## config.mk

```make
export PLATFORM = sky130hd
export DESIGN_NAME = id_ex_stage
export DESIGN_NICKNAME = d
export VERILOG_FILES = /design/src/rtl/id_ex_stage.sv
export SDC_FILE = /design/constraint.sdc
export NUM_CORES = 1
export LEC_CHECK = 0
export ABC_AREA = 1
export CORE_UTILIZATION = 44
export CTS_BUF_LIST = sky130_fd_sc_hd__clkbuf_4 sky130_fd_sc_hd__clkbuf_8
export CTS_CLUSTER_SIZE = 12
export DETAILED_ROUTE_END_ITERATION = 10
export PLACE_DENSITY = 0.93
export RECOVER_POWER = 100
export SYNTH_ARGS = -nofsm -noshare
export SYNTH_HDL_FRONTEND = slang
export SYNTH_SLANG_ARGS = --single-unit
```

## constraint.sdc

```tcl
create_clock -name clk -period 2.1 [get_ports clk]
set_input_delay 0.315 -clock clk [delete_from_list [all_inputs] [get_ports clk]]
set_output_delay 0.315 -clock clk [all_outputs]
set_load 0.01 [all_outputs]
```

## src/rtl/id_ex_stage.sv

```systemverilog
// ID/EX pipeline register with operand-A forwarding pre-decode and load-use stall detection.
// Optional bubble counter enabled by defining ID_EX_BUBBLE_CNT_EN.
module id_ex_stage #(
  parameter int unsigned DATA_W     = 16,
  parameter int unsigned REG_ADDR_W = 4,
  parameter int unsigned ALU_A_OP_W = 2
) (
  input  logic                  clk,
  input  logic                  rst,
  input  logic                  stall_in,
  input  logic                  flush,
  input  logic                  id_valid,
  input  logic [DATA_W-1:0]     id_data_T,
  input  logic [DATA_W-1:0]     id_data_SP,
  input  logic [DATA_W-1:0]     id_data_REGA,
  input  logic [REG_ADDR_W-1:0] id_rz,
  input  logic [ALU_A_OP_W-1:0] id_alu_a_op,
  input  logic [REG_ADDR_W-1:0] id_src_a,
  input  logic                  id_src_a_used,
  input  logic                  id_wb_en,
  input  logic [REG_ADDR_W-1:0] id_wb_addr,
  input  logic                  id_mem_read,
  input  logic                  mem_wb_en,
  input  logic [REG_ADDR_W-1:0] mem_wb_addr,
  output logic                  ex_valid,
  output logic [DATA_W-1:0]     ex_data_T,
  output logic [DATA_W-1:0]     ex_data_SP,
  output logic [DATA_W-1:0]     ex_data_REGA,
  output logic [REG_ADDR_W-1:0] ex_rz,
  output logic [ALU_A_OP_W-1:0] ex_alu_a_op,
  output logic                  ex_fowd_a_en,
  output logic                  ex_fowd_a_src,
  output logic                  ex_wb_en,
  output logic [REG_ADDR_W-1:0] ex_wb_addr,
  output logic                  ex_mem_read,
`ifdef ID_EX_BUBBLE_CNT_EN
  input  logic                  bubble_cnt_clr,
  output logic [15:0]           bubble_cnt,
`endif
  output logic                  id_stall
);

  logic a_reads;
  logic hit_ex;
  logic hit_mem;
  logic fowd_en_d;
  logic fowd_src_d;

  assign a_reads = id_valid & id_src_a_used;
  assign hit_ex  = ex_valid & ex_wb_en & (ex_wb_addr == id_src_a);
  assign hit_mem = mem_wb_en & (mem_wb_addr == id_src_a);

  // Load-use: the EX producer is a load whose data is not available until after MEM.
  assign id_stall = ~rst & a_reads & hit_ex & ex_mem_read;

  // The younger producer (currently in EX, moving to MEM) takes precedence.
  always_comb begin
    fowd_en_d  = 1'b0;
    fowd_src_d = 1'b0;
    if (a_reads && hit_ex) begin
      fowd_en_d  = 1'b1;
      fowd_src_d = 1'b0;
    end else if (a_reads && hit_mem) begin
      fowd_en_d  = 1'b1;
      fowd_src_d = 1'b1;
    end
  end

  always_ff @(posedge clk) begin
    if (rst) begin
      ex_valid      <= 1'b0;
      ex_data_T     <= '0;
      ex_data_SP    <= '0;
      ex_data_REGA  <= '0;
      ex_rz         <= '0;
      ex_alu_a_op   <= '0;
      ex_fowd_a_en  <= 1'b0;
      ex_fowd_a_src <= 1'b0;
      ex_wb_en      <= 1'b0;
      ex_wb_addr    <= '0;
      ex_mem_read   <= 1'b0;
    end else if (flush || (!stall_in && id_stall)) begin
      // Bubble: only the qualifying controls drop; payload fields are held.
      ex_valid     <= 1'b0;
      ex_wb_en     <= 1'b0;
      ex_mem_read  <= 1'b0;
      ex_fowd_a_en <= 1'b0;
    end else if (!stall_in) begin
      ex_valid      <= id_valid;
      ex_data_T     <= id_data_T;
      ex_data_SP    <= id_data_SP;
      ex_data_REGA  <= id_data_REGA;
      ex_rz         <= id_rz;
      ex_alu_a_op   <= id_alu_a_op;
      ex_fowd_a_en  <= fowd_en_d;
      ex_fowd_a_src <= fowd_src_d;
      ex_wb_en      <= id_wb_en & id_valid;
      ex_wb_addr    <= id_wb_addr;
      ex_mem_read   <= id_mem_read & id_valid;
    end
  end

`ifdef ID_EX_BUBBLE_CNT_EN
  always_ff @(posedge clk) begin
    if (rst || bubble_cnt_clr) begin
      bubble_cnt <= '0;
    end else if ((flush || (!stall_in && id_stall)) && (bubble_cnt != 16'hFFFF)) begin
      bubble_cnt <= bubble_cnt + 16'd1;
    end
  end
`endif

endmodule

```

# ---- Word level (Yosys, flattened, before mapping)
# Cells that the tools add are included.
dict set report op_classes {
  eq_ne 2
  muxes 3
  bitwise 12
  n_reduce_logical 7
}
# operator count
set op_table {}
lappend op_table {{bitwise AND 1 bit} 9}
lappend op_table {{== test 4 bit} 2}
lappend op_table {{logical AND 1 bit} 3}
lappend op_table {{2-to-1 mux 1 bit} 3}
lappend op_table {{NOT 1 bit} 3}
lappend op_table {{AND reduction 2 bit} 1}
lappend op_table {{OR reduction 2 bit} 1}
lappend op_table {{logical NOT 1 bit} 1}
lappend op_table {{logical OR 1 bit} 1}
dict set report word_totals {
  register_bits 63
  inputBits 75
  word_cells 35
}

# ---- Depth between registers and ports, before layout
# Gate-level depths: netlist of the first run.
dict set report depth {
  depth_word 8
  depth_mapped 12
  mapped_depth_nobuf 10
}

# ---- Least setup slack after synthesis of the first run
# No wires, ideal clock.
dict set report synth_path {
  path_kind {register to register}
  start {register ex_valid}
  end {register ex_data_SP[6]}
  arrival_ns 1.324
  required_ns 1.987
  slack_ns 0.664
  path_stages_with_launch 11
  path_buffers 2
  synth_period_minus_slack_ns 1.436
  path_cell_list {dfxtp_1 -> nand2_1 -> o21bai_1 -> nor2_2 -> nand3_1 -> nand3_2 -> buf_6 -> buf_2 -> nand2_1 -> nand2_1 -> nor2_1}
}
dict set report synth_via {
  elab_chain_len 8
}
# item line
set synth_rtl {}
lappend synth_rtl {{start: declaration} 25} ;# output logic ex_valid,
lappend synth_rtl {{start signal: assignment} 89} ;# ex_valid <= id_valid;
lappend synth_rtl {{bitwise AND 1 bit (2 in series)} 50} ;# assign hit_ex = ex_valid & ex_wb_en & (ex_wb_addr == id_src_a);
lappend synth_rtl {{bitwise AND 1 bit (2 in series)} 54} ;# assign id_stall = ~rst & a_reads & hit_ex & ex_mem_read;
lappend synth_rtl {{logical AND 1 bit} 82} ;# end else if (flush || (!stall_in && id_stall)) begin
lappend synth_rtl {{logical OR 1 bit} 82}
lappend synth_rtl {{NOT 1 bit (no line)} -}
lappend synth_rtl {{AND reduction 2 bit (no line)} -}
lappend synth_rtl {{end signal: assignment} 91} ;# ex_data_SP <= id_data_SP;
lappend synth_rtl {{end: declaration} 27} ;# output logic [DATA_W-1:0] ex_data_SP,
# No other way between the ends.
# A chain may end at the register's enable or synchronous reset.

# ---- Final worst setup path of the first run
dict set report layout_path {
  start {input id_src_a[0]}
  end {output id_stall}
}
dict set report layout_via {
  elab_chain_len 4
}
# item line
set layout_rtl {}
lappend layout_rtl {{start: declaration} 18} ;# input logic [REG_ADDR_W-1:0] id_src_a,
lappend layout_rtl {{== test 4 bit} 50}
lappend layout_rtl {{bitwise AND 1 bit} 50}
lappend layout_rtl {{bitwise AND 1 bit (2 in series)} 54}
lappend layout_rtl {{end: declaration} 40} ;# output logic id_stall
# No other way between the ends.

==> run metrics, run 1 <==
P_sw=731 uW; slowest stage cell, crit path=clkdlybuf4s50_1; GP Congestion=0.739; Resized Gates After CTS=1; htree depth=3; Worst path top cell family by delay=buffers and inverters; setup violators final=0; critical path class=in2out; Max Cap Viol=0; setup TNS=0 ns; layout cells sized above 1=0.0540; P_leak=0.00233 uW; Top cell by count, worst path=nand2_1; Yosys cell types=21; CP max stage delay=0.44 ns; GRT overflow=0; Fmax=516 MHz; Die H=80.7 um; CTS root buf=clkbuf_8; post-CTS setup buffer count=0; Ant. Diodes=0; Layout fillers=458; register area share after synthesis=0.463; DR vias/cell=4.39; Final min period=1.94 ns; critical path depth in cells=9; post-synthesis register bit count=63; crit-path max FO=3; Reg power frac=0.441; Max transition margin=0.768; Worst-Skew Late Latency=0.33 ns; status=complete, no violations; nets=644; die width=80.7 um; crit path cell chain=clkdlybuf4s50_1, inv_1, nand2_1, nand2_1, nand2_1, nor2_2, nand3_1, inv_1, dlygate4sd2_1; total wire length=7.12 mm; Ys Warns=0; Ports=139; RSZ-0062 raised after global routing=no; vias after detailed routing=2848; Layout area overhead=62.0%; PortBufs=138; Bufs and invs on worst path=4; Pint=2240 uW; Post-Syn Area=2720 um2; first-pass GRT wire length=11.3 mm; Post-CTS Hold Buffers=0; CP required=1.78 ns; largest net degree at the start of global routing=50; Clk pwr share=0.371; Final ANT Viol Nets=0; HP Class=reg2reg; maximum vdd drop=494 uV; R2R depth=10; clock sinks=63; Starting Density=0.457; TritonCTS clock tree=built; Rows=28; CTS clk-pin slew, worst paths=0.06 ns; core area=5960 um2; syn nets=501; Mapped Cells=426; Max clock buf depth=2; skew final=0.0104 ns; CP Capture Type=output port; switching part of the total=0.246; Synth Area per Inst=6.39 um2; Num CTS Buffers=9; fin crit share=0.922; Final Hold Fails=0; routed len/inst=11.0 um; Comb power frac=0.189; # DRC=0; initial antenna violation count=0; vias in the first global route=2814; crit start category=input port; detailed-router iteration count before antenna repair=4; Cell Pwr Density=673 nW/um2; R2R setup slack=0.37 ns; Hold WS=0.507 ns; Worst-Margin Slew=0.348 ns; Max Slew Vio Count=0; total track usage=0.223; depth of the worst hold-timing path=4; arrival time at the worst endpoint=1.62 ns; Starting DRT DRC Count=97; Detailed Place HPWL=5.33 mm; Die Area=6510 um2
-- layout make-up --
cell class / instances / area [um2] / share of cell area
clock buffers: 13 / 173 / 0.0391
clock inverters: 3 / 40.0 / 0.00908
inverters: 67 / 251 / 0.0570
multi-input cells: 277 / 1090 / 0.247
flip-flops and latches: 63 / 1260 / 0.286
well taps: 75 / 93.8 / 0.0213
repair buffers: 151 / 1500 / 0.341
-- registers in the layout (all words and copies together) (netlist names), 2 cells and up --
signal,cells
ex_data_REGA,16
ex_wb_addr,4
ex_data_T,16
ex_rz,4
ex_data_SP,16
ex_alu_a_op,2
-- tightest hold or removal path, stage by stage (launching register included) --
cell and delay (ns):
dfxtp_1 0.30, inv_1 0.04, nand2_1 0.04, nand2_1 0.05, nor2_1 0.03
-- path summary, 6_finish.rpt --
path                               startpoint        endpoint
worst min register to register  ex_data_T[13]   ex_data_T[13]
worst max register to register       ex_valid  ex_data_SP[15]
worst min-delay path            ex_data_T[13]   ex_data_T[13]
worst max-delay path              id_src_a[0]        id_stall
-- routing by layer --
metal,part of all wire,GRT usage
met4,0.031,0.118
met5,0,0
met2,0.53,0.429
met3,0.045,0.0364
met1,0.39,0.226
-- logic make-up (layout without fill, tap and decap cells) --
family | count (synthesis) | in the layout | synth area share
xor+xnor | 3 | 3 | 0.00965
buf+inv | 86 | 234 | 0.135
mux | 1 | 1 | 0.00367
simple gates | 265 | 265 | 0.371
compound gates | 8 | 8 | 0.0175
flops | 63 | 63 | 0.463
-- power by group through the flow --
stage               sequential (uW)  combinational (uW)  clock, uW
finish                         1310                 560       1100
global route                   1320                 624       1180
CTS                            1310                 596       1130
detailed placement             1340                 592          0
global placement               1330                 572          0
floorplan                      1370                 207          0
-- through the flow --
step	instance area, um2	total power (uW)	util	setup WS, ns	std cells
5_1_grt	4410	3120	0.741	0.0401	649
4_1_cts	4420	3040	0.743	0.134	649
3_5_place_dp	4210	1930	0.707	-0.130	633
3_3_place_gp	4210	1910	0.707	-0.0432	633
6_report	4410	2970	0.741	0.163	649
2_1_floorplan	2720	1580	-	0.664	426
-- cells in the mapped netlist (all sizes together) --
library cell | number | area (um2)
inv | 66 | 248
xnor2 | 1 | 8.76
o21bai | 1 | 7.51
o21ai | 1 | 5.00
nand3 | 5 | 30.0
dfxtp | 63 | 1260
a22oi | 2 | 15.0
xor2 | 2 | 17.5
nand2 | 132 | 495
mux2i | 1 | 10.0
a21oi | 4 | 20.0
nor2 | 127 | 479
clkbuf | 2 | 7.51
clkinv | 1 | 3.75
or2 | 1 | 6.26
buf | 17 | 109
-- cells in the final DEF (no fill, tap or decap) --
cell type        Yosys  routed
dlygate4sd2_1        0       1
clkdlybuf4s50_1      0      74
inv_1               66      66
or2_2                1       1
o21bai_1             1       1
buf_4                0      10
mux2i_1              1       1
o21ai_0              1       1
a22oi_1              2       2
a21oi_1              4       4
dfxtp_1             63      63
nand2_1            132     132
xor2_1               2       2
clkbuf_4             0       2
clkbuf_8             0      12
nor2_1             126     126
clkinv_2             0       2
nand3_1              4       5
bufinv_16            0       1
dlygate4sd3_1        0      63
clkinv_1             1       1
nor2_2               1       1
xnor2_1              1       1
buf_12               0       2
Note: power is estimated with default switching activity, not from simulation.
==> run 2, diff against run 1 <==
MAX_ROUTING_LAYER = met4   (was default)
==> run metrics, run 2 (synthesized netlist as in run 1, its figures left out) <==
met1 Usage GRT=0.228; Max clock buf depth=2; Rows=28; most common cell after layout, fill and taps aside=nand2_1; routed len/inst=11.0 um; finished layout cell area=4410 um2; htree depth=3; P_leak=0.00233 uW; crit-path max FO=3; CP required=1.78 ns; CTS root buf=clkbuf_8; total wire length=7.12 mm; CTS clk-pin slew, worst paths=0.06 ns; initial antenna violation count=0; status=complete, no violations; core area=5960 um2; Die H=80.7 um; layout cells sized above 1=0.0540; RSZ-0062 raised after global routing=no; Post-CTS Hold Buffers=0; nets=644; critical path class=in2out; detailed-router iteration count before antenna repair=4; maximum vdd drop=494 uV; vias after detailed routing=2846; total power draw=2970 uW; Worst-Skew Late Latency=0.33 ns; TritonCTS clock tree=built; clock sinks=63; setup violators final=0; PortBufs=138; die width=80.7 um; DR vias/cell=4.39; Largest regs=ex_data_REGA: 16 flops, ex_data_SP: 16 flops, ex_data_T: 16 flops; vias in the first global route=2813; post-CTS setup buffer count=0; skew final=0.0104 ns; Detailed Place HPWL=5.33 mm; Starting Density=0.457; largest net degree at the start of global routing=50; Fmax=516 MHz; Final min period=1.94 ns; crit start category=input port; Max Slew Vio Count=0; fin crit share=0.923; Worst-Margin Slew=0.348 ns; arrival time at the worst endpoint=1.62 ns; met2 Track Usage GR=0.429; Die Area=6510 um2; total track usage=0.229; met3 Track Usage GR=0.0341; # DRC=0; Resized Gates After CTS=1; Max Cap Viol=0; GRT overflow=0; placed instance area=4210 um2; Num CTS Buffers=9; Final ANT Viol Nets=0; Layout area overhead=62.0%; commonest cells after routing, fill and taps aside=nand2_1, nor2_1, clkdlybuf4s50_1; setup TNS=0 ns; first-pass GRT wire length=11.3 mm; Ant. Diodes=0; Final Hold Fails=0; Max transition margin=0.768; GP Congestion=0.748; Cell Pwr Density=673 nW/um2; GRT busiest layer=met2; HP Class=reg2reg; Starting DRT DRC Count=96; CP Capture Type=output port; Ports=139
==> run 2: final cells by class <==
class,count,area (um2)
inverter,67,251
clock inverter,3,40.0
multi-input combinational,277,1090
fill,458,1540
timing repair buffer,151,1500
sequential,63,1260
clock buffer,13,173
tap,75,93.8
==> run 2: power breakdown <==
part,internal (uW),leakage (uW),switching (uW)
Combinational,309,0.00170,251
Sequential,1270,0.000520,35.3
Clock,655,0.000113,445
Total,2240,0.00233,731
==> run 2: final timing paths <==
path | start | endpoint | slack (ns) | depth (start not counted)
setup / recovery | id_src_a[0] | id_stall | 0.16 | 9
hold / removal | ex_data_T[13] | ex_data_T[13] | 0.51 | 4
setup reg to reg | ex_valid | ex_data_SP[15] | 0.37 | 10
hold reg to reg | ex_data_T[13] | ex_data_T[13] | 0.51 | 4
==> run 2: worst max-delay path: stages <==
cell,delay (ns)
clkdlybuf4s50_1,0.44
inv_1,0.10
nand2_1,0.07
nand2_1,0.06
nand2_1,0.07
nor2_2,0.10
nand3_1,0.09
inv_1,0.09
dlygate4sd2_1,0.29
==> run 2: metal layers <==
| metal | routed length [um] | vias up |
|---|---|---|
| met5 | 0 | - |
| met4 | 222 | 0 |
| li1 | - | 1503 |
| met3 | 300 | 19 |
| met1 | 2790 | 1237 |
| met2 | 3810 | 87 |
==> run 2: per-stage QoR <==
stage | cells | utilization | hold slack [ns] | worst slack [ns]
floorplan | 426 | - | 0.450 | 0.664
global placement | 633 | 0.707 | 0.493 | -0.0432
detailed placement | 633 | 0.707 | 0.499 | -0.130
CTS | 649 | 0.743 | 0.511 | 0.134
global route | 649 | 0.741 | 0.533 | 0.0401
finish | 649 | 0.741 | 0.507 | 0.163
